$ cat config.mk
export PLATFORM = sky130hd
export DESIGN_NAME = encoder_8b10b_rd_flat
export DESIGN_NICKNAME = d
export VERILOG_FILES = /design/src/rtl/encoder_8b10b_rd_if.sv /design/src/rtl/encoder_8b10b_rd.sv /design/src/flat_wrapper.sv
export SDC_FILE = /design/constraint.sdc
export NUM_CORES = 1
export LEC_CHECK = 0
export CAP_MARGIN = 20
export CORE_AREA = 2 2 59 56
export CTS_CLUSTER_DIAMETER = 50
export DETAILED_ROUTE_END_ITERATION = 8
export DIE_AREA = 0 0 61 58
export PLACE_DENSITY = 0.74
export SLEW_MARGIN = 20
export SYNTH_ARGS = -nofsm -noshare
export SYNTH_HDL_FRONTEND = slang
export SYNTH_SLANG_ARGS = --single-unit
$ cat constraint.sdc
create_clock -name i_clk -period 9.8 [get_ports i_clk]
set_input_delay 2.45 -clock i_clk [delete_from_list [all_inputs] [get_ports i_clk]]
set_output_delay 2.45 -clock i_clk [all_outputs]
set_load 0.01 [all_outputs]
$ cat src/rtl/encoder_8b10b_rd_if.sv
// Stream bundle for the multi-lane 8b/10b encoder: byte/K beats in, 10-bit symbols out.
interface encoder_8b10b_rd_if #(
  parameter int LANES = 1
);
  logic [8*LANES-1:0]  i_data;
  logic [LANES-1:0]    i_k;
  logic                i_valid;
  logic                o_ready;
  logic [10*LANES-1:0] o_data;
  logic [LANES-1:0]    o_rd;
  logic [LANES-1:0]    o_kerr;
  logic                o_valid;
  logic                i_ready;

  modport slave (
    input  i_data, i_k, i_valid, i_ready,
    output o_ready, o_data, o_rd, o_kerr, o_valid
  );

  modport master (
    output i_data, i_k, i_valid, i_ready,
    input  o_ready, o_data, o_rd, o_kerr, o_valid
  );
endinterface

$ cat src/rtl/encoder_8b10b_rd.sv
// Registered multi-lane 8b/10b encoder with running-disparity chaining lane 0 -> LANES-1.
// Optional ENC8B10B_KERR_EN: flag K requests outside the legal K list on o_kerr.
module encoder_8b10b_rd #(
  parameter int LANES = 1
) (
  input  logic                i_clk,
  input  logic                i_rst_n,
  encoder_8b10b_rd_if.slave   bus
);

  // 6b codes in the RD- column, written abcdei with a as the MSB
  function automatic logic [5:0] enc6(input logic [4:0] x);
    logic [5:0] c;
    case (x)
      5'd0:  c = 6'b100111;  5'd1:  c = 6'b011101;  5'd2:  c = 6'b101101;  5'd3:  c = 6'b110001;
      5'd4:  c = 6'b110101;  5'd5:  c = 6'b101001;  5'd6:  c = 6'b011001;  5'd7:  c = 6'b111000;
      5'd8:  c = 6'b111001;  5'd9:  c = 6'b100101;  5'd10: c = 6'b010101;  5'd11: c = 6'b110100;
      5'd12: c = 6'b001101;  5'd13: c = 6'b101100;  5'd14: c = 6'b011100;  5'd15: c = 6'b010111;
      5'd16: c = 6'b011011;  5'd17: c = 6'b100011;  5'd18: c = 6'b010011;  5'd19: c = 6'b110010;
      5'd20: c = 6'b001011;  5'd21: c = 6'b101010;  5'd22: c = 6'b011010;  5'd23: c = 6'b111010;
      5'd24: c = 6'b110011;  5'd25: c = 6'b100110;  5'd26: c = 6'b010110;  5'd27: c = 6'b110110;
      5'd28: c = 6'b001110;  5'd29: c = 6'b101110;  5'd30: c = 6'b011110;  default: c = 6'b101011;
    endcase
    return c;
  endfunction

  // 4b codes in the RD- column, written fghj with f as the MSB (primary .7)
  function automatic logic [3:0] enc4(input logic [2:0] y);
    logic [3:0] c;
    case (y)
      3'd0: c = 4'b1011;  3'd1: c = 4'b1001;  3'd2: c = 4'b0101;  3'd3: c = 4'b1100;
      3'd4: c = 4'b1101;  3'd5: c = 4'b1010;  3'd6: c = 4'b0110;  default: c = 4'b1110;
    endcase
    return c;
  endfunction

  function automatic logic is_legal_k(input logic [7:0] b);
    return (b[4:0] == 5'd28) || (b == 8'hF7) || (b == 8'hFB) || (b == 8'hFD) || (b == 8'hFE);
  endfunction

  // Returns {rd_out, {j,h,g,f,i,e,d,c,b,a}}
  function automatic logic [10:0] encode_sym(input logic [7:0] b, input logic k, input logic rd);
    logic [4:0] x;
    logic [2:0] y;
    logic       kv, k28, unb6, rd6, alt;
    logic [5:0] c6;
    logic [3:0] c4;
    logic [9:0] s;
    x    = b[4:0];
    y    = b[7:5];
    kv   = k && is_legal_k(b);
    k28  = kv && (x == 5'd28);
    c6   = k28 ? 6'b001111 : enc6(x);
    unb6 = ($countones(c6) != 3);
    // D.7 is balanced but still alternates with disparity
    if (rd && (unb6 || (x == 5'd7))) c6 = ~c6;
    rd6  = rd ^ unb6;
    // Every legal K.x.7 uses the alternate 4b so the comma property holds
    alt  = (y == 3'd7) && (kv ||
           (!rd6 && ((x == 5'd17) || (x == 5'd18) || (x == 5'd20))) ||
           ( rd6 && ((x == 5'd11) || (x == 5'd13) || (x == 5'd14))));
    c4   = alt ? 4'b0111 : enc4(y);
    if (rd6 && (($countones(c4) != 2) || (y == 3'd3))) c4 = ~c4;
    if (k28 && !rd6 && ((y == 3'd1) || (y == 3'd2) || (y == 3'd5) || (y == 3'd6))) c4 = ~c4;
    s = {c6, c4};
    return {rd6 ^ ($countones(c4) != 2),
            s[0], s[1], s[2], s[3], s[4], s[5], s[6], s[7], s[8], s[9]};
  endfunction

  logic                valid_q;
  logic [10*LANES-1:0] data_q, data_d;
  logic [LANES-1:0]    rdo_q, rdo_d;
  logic [LANES-1:0]    kerr_q, kerr_d;
  logic                rd_q, rd_d;
  logic                accept;

  assign bus.o_ready = !valid_q || bus.i_ready;
  assign accept      = bus.i_valid && bus.o_ready;

  always_comb begin
    logic        rd_run;
    logic [10:0] res;
    data_d = '0;
    rdo_d  = '0;
    kerr_d = '0;
    rd_run = rd_q;
    res    = '0;
    for (int n = 0; n < LANES; n++) begin
      res                = encode_sym(bus.i_data[8*n +: 8], bus.i_k[n], rd_run);
      data_d[10*n +: 10] = res[9:0];
      rdo_d[n]           = res[10];
      rd_run             = res[10];
`ifdef ENC8B10B_KERR_EN
      kerr_d[n]          = bus.i_k[n] && !is_legal_k(bus.i_data[8*n +: 8]);
`endif
    end
    rd_d = rd_run;
  end

  // Output stage: single register, holds under backpressure, RD advances only on accept
  always_ff @(posedge i_clk) begin
    if (!i_rst_n) begin
      valid_q <= 1'b0;
      data_q  <= '0;
      rdo_q   <= '0;
      kerr_q  <= '0;
      rd_q    <= 1'b0;
    end else if (accept) begin
      valid_q <= 1'b1;
      data_q  <= data_d;
      rdo_q   <= rdo_d;
      kerr_q  <= kerr_d;
      rd_q    <= rd_d;
    end else if (bus.i_ready) begin
      valid_q <= 1'b0;
    end
  end

  assign bus.o_valid = valid_q;
  assign bus.o_data  = data_q;
  assign bus.o_rd    = rdo_q;
  assign bus.o_kerr  = kerr_q;

endmodule

$ cat src/flat_wrapper.sv
// flat-port wrapper written by rule: the top's interface ports become plain ports
module encoder_8b10b_rd_flat 
#(
  parameter int LANES = 1
)
  (i_clk, i_rst_n, bus_i_data, bus_i_k, bus_i_valid, bus_i_ready, bus_o_ready, bus_o_data, bus_o_rd, bus_o_kerr, bus_o_valid);
  encoder_8b10b_rd_if #(.LANES(LANES)) bus_i ();
  input  logic i_clk;
  input  logic i_rst_n;
  input wire logic [$bits(bus_i.i_data)-1:0] bus_i_data;
  input wire logic [$bits(bus_i.i_k)-1:0] bus_i_k;
  input wire logic [$bits(bus_i.i_valid)-1:0] bus_i_valid;
  input wire logic [$bits(bus_i.i_ready)-1:0] bus_i_ready;
  output wire logic [$bits(bus_i.o_ready)-1:0] bus_o_ready;
  output wire logic [$bits(bus_i.o_data)-1:0] bus_o_data;
  output wire logic [$bits(bus_i.o_rd)-1:0] bus_o_rd;
  output wire logic [$bits(bus_i.o_kerr)-1:0] bus_o_kerr;
  output wire logic [$bits(bus_i.o_valid)-1:0] bus_o_valid;
  assign bus_i.i_data = bus_i_data;
  assign bus_i.i_k = bus_i_k;
  assign bus_i.i_valid = bus_i_valid;
  assign bus_i.i_ready = bus_i_ready;
  assign bus_o_ready = bus_i.o_ready;
  assign bus_o_data = bus_i.o_data;
  assign bus_o_rd = bus_i.o_rd;
  assign bus_o_kerr = bus_i.o_kerr;
  assign bus_o_valid = bus_i.o_valid;
  encoder_8b10b_rd #(.LANES(LANES)) u_core (.i_clk(i_clk), .i_rst_n(i_rst_n), .bus(bus_i));
endmodule
==> impl_metrics.tcl, run 1 <==
set metrics [dict create \
    pin_count 27 \
    holdCritPathClass "register to register" \
    drt_iter0_drc 73 \
    antenna_found_initial 0 \
    insertedDiodeCount 0 \
    min_period_ps 9190 \
    synth_top_cell_area_share 0.161 \
    outcome "completed" \
    syn_avg_cell_area_um2 8.22 \
    p_sw_uw 113 \
    grt-ovfl-total 0 \
    critPathLaunchType "input port" \
    post-cts-setup-buffers 0 \
    power_density_nw_per_um2 155 \
    cp_slowest_stage_delay_ps 610 \
    ys_seq_elements 12 \
    synthCells 181 \
    drc 0 \
    ant_nets 0 \
    vdd_drop_max_mv 0.0983 \
    wl_met2_mm 1.68 \
    yosysWarningCount 0 \
    intPower_uw 162 \
    ys_seq_area_frac 0.161 \
    wl_met1_mm 1.53 \
    synthToLayoutAreaGrowth_pct 19.2 \
    layout.nets 235 \
    routedWlPerCell_um 13.7 \
    dr_wl_met3_um 83 \
    reg2reg_to "u_core.bus.o_rd" \
    end_kind "register" \
    routed_wl_mm 3.31 \
    io_buffers 25 \
    cp.arrival_ps 9390 \
    place_congestion 0.804 \
    critical_path_class "input port to register" \
    critPathRequiredTime_ps 10000 \
    htree_levels 1 \
    skew_ps 2.21 \
    min_from "u_core.bus.o_data[1]" \
    worst_pin_slew_ps 808 \
    hold_depth 2 \
    leakagePower_uw 0.000693 \
    cts_num_sinks 12 \
    maxCapViolations 0 \
    design.core.area_um2 2920 \
    worst-path-buf-inv 2 \
    cts_resized 0 \
    fmax_mhz 109 \
    netlist_area_um2 1490 \
    p_sw_frac 0.410 \
    finalMaxSlewViolations 0 \
    r2r_cells 15 \
    cpMaxStageDelayCell "clkdlybuf4s50_1" \
    dpl.hpwl_mm 2.73 \
    cts_tree "built" \
    die_y_um 58 \
    max-slew-margin-rel 0.460 \
    drive_above_1_share 0.0700 \
    grt_pass1_vias 1310 \
    die-area_um2 3540 \
    num_vias 1347 \
    netlist-cell-type-count 56 \
    synth_area_leaders "dfxtp_1 16%, ha_1 13%, fa_1 5.4%" \
    cts_buffers 3 \
    placementRows 19 \
    cp_top_family "adder cells" \
    cts_buffer_depth 2 \
    clkTransAtPathRegs_ps 70 \
    rsz0062_at_grt "false" \
    grt_pass1_wl_mm 5.51 \
    clockPowerShare 0.105 \
    synth-main-ff-cell "dfxtp_1" \
    setup_viol 0 \
    whs_ps 456 \
    drt_pre_antenna_iters 4 \
    grt_usage 0.199 \
    chipWidth_um 61 \
    synth-edff-count 0 \
    synth_top_cell_by_area "dfxtp_1" \
    grt_max_degree 26 \
    min_to "u_core.bus.o_data[1]" \
    syn_nets 214 \
    timing.rr.start "u_core.bus.o_rd" \
    worstSkewPairLatency_ps 260 \
    start_util 0.509 \
    critPathMostFrequentCell "ha_1" \
    pwr-share-comb 0.655 \
    ys_async_sr_fraction 0 \
    via_per_inst 5.57 \
    critPathMaxFanout 8 \
    mostFrequentLayoutCell "clkdlybuf4s50_1" \
    final_cell_mix "25 x clkdlybuf4s50_1, 16 x nand2_1, 16 x ha_1, 14 x o21ai_0, 12 x dfxtp_1" \
    finalCritPeriodShare 0.938 \
    routed.top_layer "met4" \
    hold_viol_final 0 \
    hold_buffers 0 \
    seq_power_share 0.241 \
    r2r_setup_slack_ps 5470 \
    cts_root_buffer "clkbuf_4" \
    finalSetupTns_ps 0 \
]
==> per-layer routing <==
| layer | vias to the layer above | GRT usage |
|---|---|---|
| li1 | 692 | - |
| met1 | 630 | 0.262 |
| met2 | 23 | 0.339 |
| met3 | 2 | 0.0446 |
| met4 | 0 | 0.0280 |
| met5 | - | 0 |
==> cell type report <==
cell class                 instances  area, µm²
sequential                        12        240
fill                             285       1150
tap                               42       52.6
clock buffer                       3       22.5
timing repair buffer              27        265
multi-input combinational        147       1150
inverter                          11       41.3
==> sequential cells by signal (all words and copies together) (netlist names) <==
signal              count
u_core.bus.o_valid      1
u_core.bus.o_rd         1
u_core.bus.o_data      10
==> per-stage QoR <==
stage / total power [µW] / instance area (µm²) / util / setup slack, ps / cells
final: 275 / 1770 / 0.606 / 610 / 242
after global routing: 298 / 1770 / 0.606 / 185 / 242
after CTS: 277 / 1770 / 0.606 / 611 / 242
after detailed placement: 247 / 1750 / 0.599 / 342 / 239
after global placement: 240 / 1750 / 0.599 / 573 / 239
after floorplan: 193 / 1490 / - / 1390 / 181
==> power groups by stage <==
stage | clock network, µW | logic, µW | registers [µW]
2_1_floorplan | 0 | 122 | 71.2
3_3_place_gp | 0 | 173 | 67.2
3_5_place_dp | 0 | 180 | 67.3
4_1_cts | 30.1 | 181 | 66.3
5_1_grt | 33.7 | 198 | 67.1
6_report | 28.8 | 180 | 66.2
==> worst reg2reg max path: cells and delay by family, from the launching register on <==
kind,cells,cell delay [ps]
fa+ha+maj,4,1550
compound gates,3,420
simple gates,5,1180
flops,1,530
mux,1,280
xor+xnor,2,340
==> cell usage after synthesis (2+ instances only) <==
library cell   n
nand2_1       16
buf_1          2
xnor2_1        9
nand2b_1       5
fa_1           4
buf_4          3
a31oi_1        3
o211ai_1       2
nor3_1         4
dfxtp_1       12
inv_1         11
nor4_1         3
nor2b_1        4
a21boi_0       3
mux2_2         2
buf_2          2
o21ai_0       14
nor2_1         8
ha_1          16
a211oi_1       2
clkbuf_1       4
xor2_1         4
mux2i_1        5
nand3_1        2
a21oi_1       10
==> kinds of logic (layout without fill, tap and decap cells) <==
group                      count (synthesis)  count (layout)  synth area share
muxes                                      7               7            0.0488
xor gates and xnor gates                  14              14            0.0950
AOI/OAI and AO/OA                         50              50             0.221
other                                      1               1           0.00252
buffers and inverters                     22              41            0.0648
DFF                                       12              12             0.161
and+or+nand+nor                           55              55             0.218
adders and majority gates                 20              20             0.188
==> worst max-delay path by stage <==
stage / end / depth (start not counted) / startpoint / slack, ps
5_1_grt: u_core.bus.o_rd / 25 / bus_i_data[3] / 190
4_1_cts: u_core.bus.o_rd / 26 / bus_i_data[1] / 610
3_3_place_gp: u_core.bus.o_rd / 24 / bus_i_data[3] / 570
6_report: u_core.bus.o_rd / 25 / bus_i_data[1] / 610
3_5_place_dp: u_core.bus.o_rd / 26 / bus_i_data[1] / 340
2_1_floorplan: u_core.bus.o_rd / 25 / bus_i_data[0] / 1390
No activity file was read; power rests on OpenSTA's default activity.
==> run 2: changes to the inputs <==
--- a/config.mk
+++ b/config.mk
@@ -10,7 +10,7 @@
 export CTS_CLUSTER_DIAMETER = 50
 export DETAILED_ROUTE_END_ITERATION = 8
 export DIE_AREA = 0 0 61 58
-export PLACE_DENSITY = 0.74
+export PLACE_DENSITY = 0.78
 export SLEW_MARGIN = 20
 export SYNTH_ARGS = -nofsm -noshare
 export SYNTH_HDL_FRONTEND = slang
==> run 2 against run 1 <==
Against the previous run:
- first-iteration DRC count down 14%
- non-clock buffer count unchanged
- critical endpoint unchanged
- global-route usage down 0.73 points
- utilization unchanged
- largest cell class unchanged
- largest power group unchanged
- routed wire length down 6.1%
==> impl_metrics.tcl, run 2 (synthesis gave the netlist of run 1 again) <==
set metrics [dict create \
    p_sw_uw 115 \
    start_util 0.509 \
    finalCritPeriodShare 0.935 \
    critPathMaxFanout 8 \
    routed_wl_mm 3.11 \
    antenna_found_initial 0 \
    cts_num_sinks 12 \
    place_congestion 0.818 \
    p_sw_frac 0.416 \
    mostFrequentLayoutCell "clkdlybuf4s50_1" \
    routedWlPerCell_um 12.8 \
    synthToLayoutAreaGrowth_pct 19.2 \
    grt_pass1_vias 1181 \
    post-cts-setup-buffers 0 \
    critical_path_class "input port to register" \
    maxCapViolations 0 \
    multi_input_area_um2 1150 \
    rsz0062_at_grt "false" \
    fmax_mhz 109 \
    die-area_um2 3540 \
    cts_resized 0 \
    design.core.area_um2 2920 \
    whs_ps 463 \
    min_period_ps 9160 \
    drt_pre_antenna_iters 4 \
    pin_count 27 \
    cts_buffers 3 \
    outcome "completed" \
    power_density_nw_per_um2 156 \
    grt-ovfl-total 0 \
    r2r_setup_slack_ps 5430 \
    leakagePower_uw 0.000693 \
    pwr-share-comb 0.649 \
    final_cell_mix "25 x clkdlybuf4s50_1, 16 x nand2_1, 16 x ha_1, 14 x o21ai_0, 12 x dfxtp_1" \
    nFillCells 269 \
    hold_buffers 0 \
    final-seq-area_um2 240 \
    drive_above_1_share 0.0700 \
    cts_tree "built" \
    layout.nets 235 \
    critPathRequiredTime_ps 10020 \
    chipWidth_um 61 \
    insertedDiodeCount 0 \
    drt_iter0_drc 63 \
    skew_ps 1.81 \
    ant_nets 0 \
    max-slew-margin-rel 0.524 \
    placementRows 19 \
    drc 0 \
    critPathLaunchType "input port" \
    grt_usage 0.192 \
    dpl.hpwl_mm 2.55 \
    end_kind "register" \
    die_y_um 58 \
    clkTransAtPathRegs_ps 70 \
    via_per_inst 5.50 \
    num_vias 1331 \
    seq_power_share 0.240 \
    cts_buffer_depth 2 \
    hold_viol_final 0 \
    worstSkewPairLatency_ps 280 \
    htree_levels 1 \
    largest_reg_flops 10 \
    cp.arrival_ps 9370 \
    grt_max_degree 24 \
    intPower_uw 161 \
    vdd_drop_max_mv 0.0801 \
    clockPowerShare 0.112 \
    grt_pass1_wl_mm 5.25 \
    finalSetupTns_ps 0 \
    worst_pin_slew_ps 711 \
    cts_root_buffer "clkbuf_4" \
    setup_viol 0 \
    holdCritPathClass "register to register" \
    io_buffers 25 \
    finalMaxSlewViolations 0 \
]
run 2: worst paths after layout:
check,to,startpoint,depth (start not counted)
max,u_core.bus.o_rd,bus_i_data[0],26
max reg2reg,u_core.bus.o_rd,u_core.bus.o_rd,16
min,u_core.bus.o_data[1],u_core.bus.o_data[1],2
min reg2reg,u_core.bus.o_data[1],u_core.bus.o_data[1],2
run 2: layout make-up:
| type | instances | share of cell area |
|---|---|---|
| clock buffers | 3 | 0.0127 |
| flip-flops and latches | 12 | 0.135 |
| multi-input cells | 147 | 0.649 |
| well taps | 42 | 0.0296 |
| inverters | 11 | 0.0233 |
| repair buffers | 27 | 0.150 |
run 2: worst max-delay path: stages:
cell and delay [ps]:
clkdlybuf4s50_1 580, inv_1 150, ha_1 320, nand4_1 140, or2_1 320, o311ai_0 290
ha_1 370, fa_1 390, ha_1 290, and4bb_4 310, xor2_4 230, mux2i_1 320
and4_1 290, nor2_1 70, ha_1 300, ha_1 200, fa_1 360, nor2_1 140
a21oi_2 110, nor4_4 280, o21ai_0 180, fa_1 490, nor3b_1 230, xnor2_1 110
or3_1 310, a21oi_1 130
run 2: metrics by stage:
step / utilization / instances / setup WS (ps) / instance area, µm² / total power, µW
after floorplan: - / 181 / 1390 / 1490 / 193
after global placement: 0.599 / 239 / 604 / 1750 / 239
after detailed placement: 0.599 / 239 / 324 / 1750 / 247
after CTS: 0.606 / 242 / 627 / 1770 / 278
after global routing: 0.606 / 242 / 174 / 1770 / 299
final: 0.606 / 242 / 641 / 1770 / 276
run 2: power by group through the flow:
stage | Combinational [µW] | Clock [µW] | Sequential [µW]
after floorplan | 122 | 0 | 71.2
after global placement | 172 | 0 | 67.0
after detailed placement | 180 | 0 | 67.5
after CTS | 181 | 31.2 | 66.4
after global routing | 198 | 33.8 | 67.6
final | 179 | 30.8 | 66.2
run 2: per-layer routing:
metal	vias up	global-route usage	part of all wire
met4	0	0.0466	0.011
met3	4	0.0335	0.043
met1	603	0.247	0.44
met2	37	0.330	0.51
met5	-	0	0
li1	687	-	-
==> run 3: changes to the inputs <==
--- a/config.mk
+++ b/config.mk
@@ -6,11 +6,11 @@
 export NUM_CORES = 1
 export LEC_CHECK = 0
 export CAP_MARGIN = 20
-export CORE_AREA = 2 2 59 56
+export CORE_AREA = 2 2 57 54
 export CTS_CLUSTER_DIAMETER = 50
 export DETAILED_ROUTE_END_ITERATION = 8
-export DIE_AREA = 0 0 61 58
-export PLACE_DENSITY = 0.78
+export DIE_AREA = 0 0 59 56
+export PLACE_DENSITY = 0.9
 export SLEW_MARGIN = 20
 export SYNTH_ARGS = -nofsm -noshare
 export SYNTH_HDL_FRONTEND = slang
==> constraint.sdc (replaced) <==
create_clock -name i_clk -period 10.61 [get_ports i_clk]
set_input_delay 2.6525 -clock i_clk [delete_from_list [all_inputs] [get_ports i_clk]]
set_output_delay 2.6525 -clock i_clk [all_outputs]
set_load 0.01 [all_outputs]
==> run 3 against run 2 <==
Against the previous run:
- critical path depth decreased by 1
- combinational power decreased by 9%
- clock power up 20%
- clock skew increased by 2.0 ps
- non-clock buffer count decreased by 2
==> impl_metrics.tcl, run 3 (synthesis gave the netlist of run 1 again) <==
set metrics [dict create \
    intPower_uw 152 \
    finalCritPeriodShare 0.918 \
    critPathLaunchType "input port" \
    synthToLayoutAreaGrowth_pct 18.1 \
    critPathRequiredTime_ps 10830 \
    grt_max_degree 26 \
    hold_viol_final 0 \
    post-cts-setup-buffers 0 \
    mostFrequentLayoutCell "clkdlybuf4s50_1" \
    routed_wl_mm 3.25 \
    start_util 0.560 \
    die-area_um2 3300 \
    dpl.cell_count 225 \
    finalMaxSlewViolations 0 \
    worst_pin_slew_ps 778 \
    setup_viol 0 \
    ant_nets 0 \
    die_y_um 56 \
    design.core.area_um2 2660 \
    finalSetupTns_ps 0 \
    largest_reg_flops 10 \
    seq_power_share 0.236 \
    cp_top_family "adder cells" \
    hold_buffers 0 \
    grt_pass1_wl_mm 5.66 \
    power_density_nw_per_um2 148 \
    chipWidth_um 59 \
    cts_buffers 3 \
    worstSkewPairLatency_ps 280 \
    layout.nets 233 \
    final_cell_mix "25 x clkdlybuf4s50_1, 16 x nand2_1, 16 x ha_1, 14 x o21ai_0, 12 x dfxtp_1" \
    holdCritPathClass "register to register" \
    grt_usage 0.213 \
    pin_count 27 \
    cts_buffer_depth 2 \
    grt-ovfl-total 0 \
    r2r_cells 16 \
    placementRows 18 \
    nFillCells 225 \
    drc 0 \
    fmax_mhz 103 \
    critPathMaxFanout 25 \
    outcome "completed" \
    p_sw_frac 0.414 \
    grt_pass1_vias 1350 \
    num_vias 1365 \
    min_to "u_core.bus.o_data[2]" \
    antenna_found_initial 0 \
    skew_ps 3.85 \
    vdd_drop_max_mv 0.0452 \
    min_period_ps 9740 \
    drt_iter0_drc 26 \
    worst-path-buf-inv 1 \
    end_kind "register" \
    leakagePower_uw 0.000690 \
    p_sw_uw 108 \
    cp.arrival_ps 9960 \
    cts_num_sinks 12 \
    critical_path_class "input port to register" \
    finalNonFillerCells 229 \
    routedWlPerCell_um 14.2 \
    cts_resized 0 \
    timing.rr.start "u_core.bus.o_rd" \
    critPathMostFrequentCell "ha_1" \
    r2r_setup_slack_ps 5880 \
    clockPowerShare 0.142 \
    via_per_inst 5.96 \
    htree_levels 1 \
    reg2reg_to "u_core.bus.o_rd" \
    cp_slowest_stage_delay_ps 980 \
    cts_root_buffer "clkbuf_4" \
    hold_depth 2 \
    place_congestion 0.852 \
    min_from "u_core.bus.o_data[2]" \
    cts_tree "built" \
    insertedDiodeCount 0 \
    cpMaxStageDelayCell "clkdlybuf4s50_1" \
    max-slew-margin-rel 0.480 \
    maxCapViolations 0 \
    pwr-share-comb 0.621 \
    drive_above_1_share 0.0653 \
    clkTransAtPathRegs_ps 80 \
    dpl.hpwl_mm 2.67 \
    drt_pre_antenna_iters 4 \
    rsz0062_at_grt "false" \
    io_buffers 25 \
]
## run 3: power by group through the flow
stage               Combinational, µW  Clock (µW)  Sequential, µW
global route                      179        38.1            62.9
floorplan                         112           0            65.8
finish                            162        37.0            61.5
detailed placement                161           0            62.5
global placement                  153           0            61.7
CTS                               162        36.9            61.4
## run 3: worst max path at each step
| stage | endpoint | start | cells past startpoint |
|---|---|---|---|
| detailed placement | u_core.bus.o_rd | bus_i_data[3] | 25 |
| global route | u_core.bus.o_rd | bus_i_data[2] | 24 |
| CTS | u_core.bus.o_rd | bus_i_data[3] | 25 |
| floorplan | u_core.bus.o_rd | bus_i_data[0] | 25 |
| global placement | u_core.bus.o_rd | bus_i_data[3] | 24 |
| finish | u_core.bus.o_rd | bus_i_data[3] | 25 |
## run 3: layout make-up
cell class	instances	area, µm²	area share
inverter	11	41.3	0.0235
sequential	12	240	0.137
tap	30	37.5	0.0214
multi-input combinational	147	1150	0.655
timing repair buffer	25	250	0.142
clock buffer	4	36.3	0.0207
## run 3: layer usage
layer	share of wire	up-vias	GRT usage
met4	0.022	0	0.0682
met1	0.42	636	0.233
met3	0.038	9	0.0326
met2	0.52	38	0.403
li1	-	682	-
met5	0	-	0
## run 3: worst register-to-register path, cell delays in order, from the launching register on
cell and delay [ps]:
dfxtp_1 530, xor2_4 250, mux2i_1 310, and4_1 290, nor2_1 80, ha_1 310
ha_1 200, fa_1 360, nor2_1 150, a21oi_2 110, nor4_4 460, o21ai_0 230
fa_1 520, nor3b_1 290, xnor2_1 120, or3_1 320, a21oi_1 150
## run 3: metrics by stage
| step | hold slack [ps] | cell area, µm² | setup WS [ps] | util | power, µW |
|---|---|---|---|---|---|
| global placement | 441 | 1720 | 841 | 0.647 | 214 |
| floorplan | 476 | 1490 | 2000 | - | 178 |
| detailed placement | 451 | 1720 | 606 | 0.647 | 223 |
| CTS | 461 | 1760 | 864 | 0.661 | 260 |
| finish | 461 | 1760 | 867 | 0.661 | 260 |
| global route | 474 | 1760 | 393 | 0.661 | 280 |
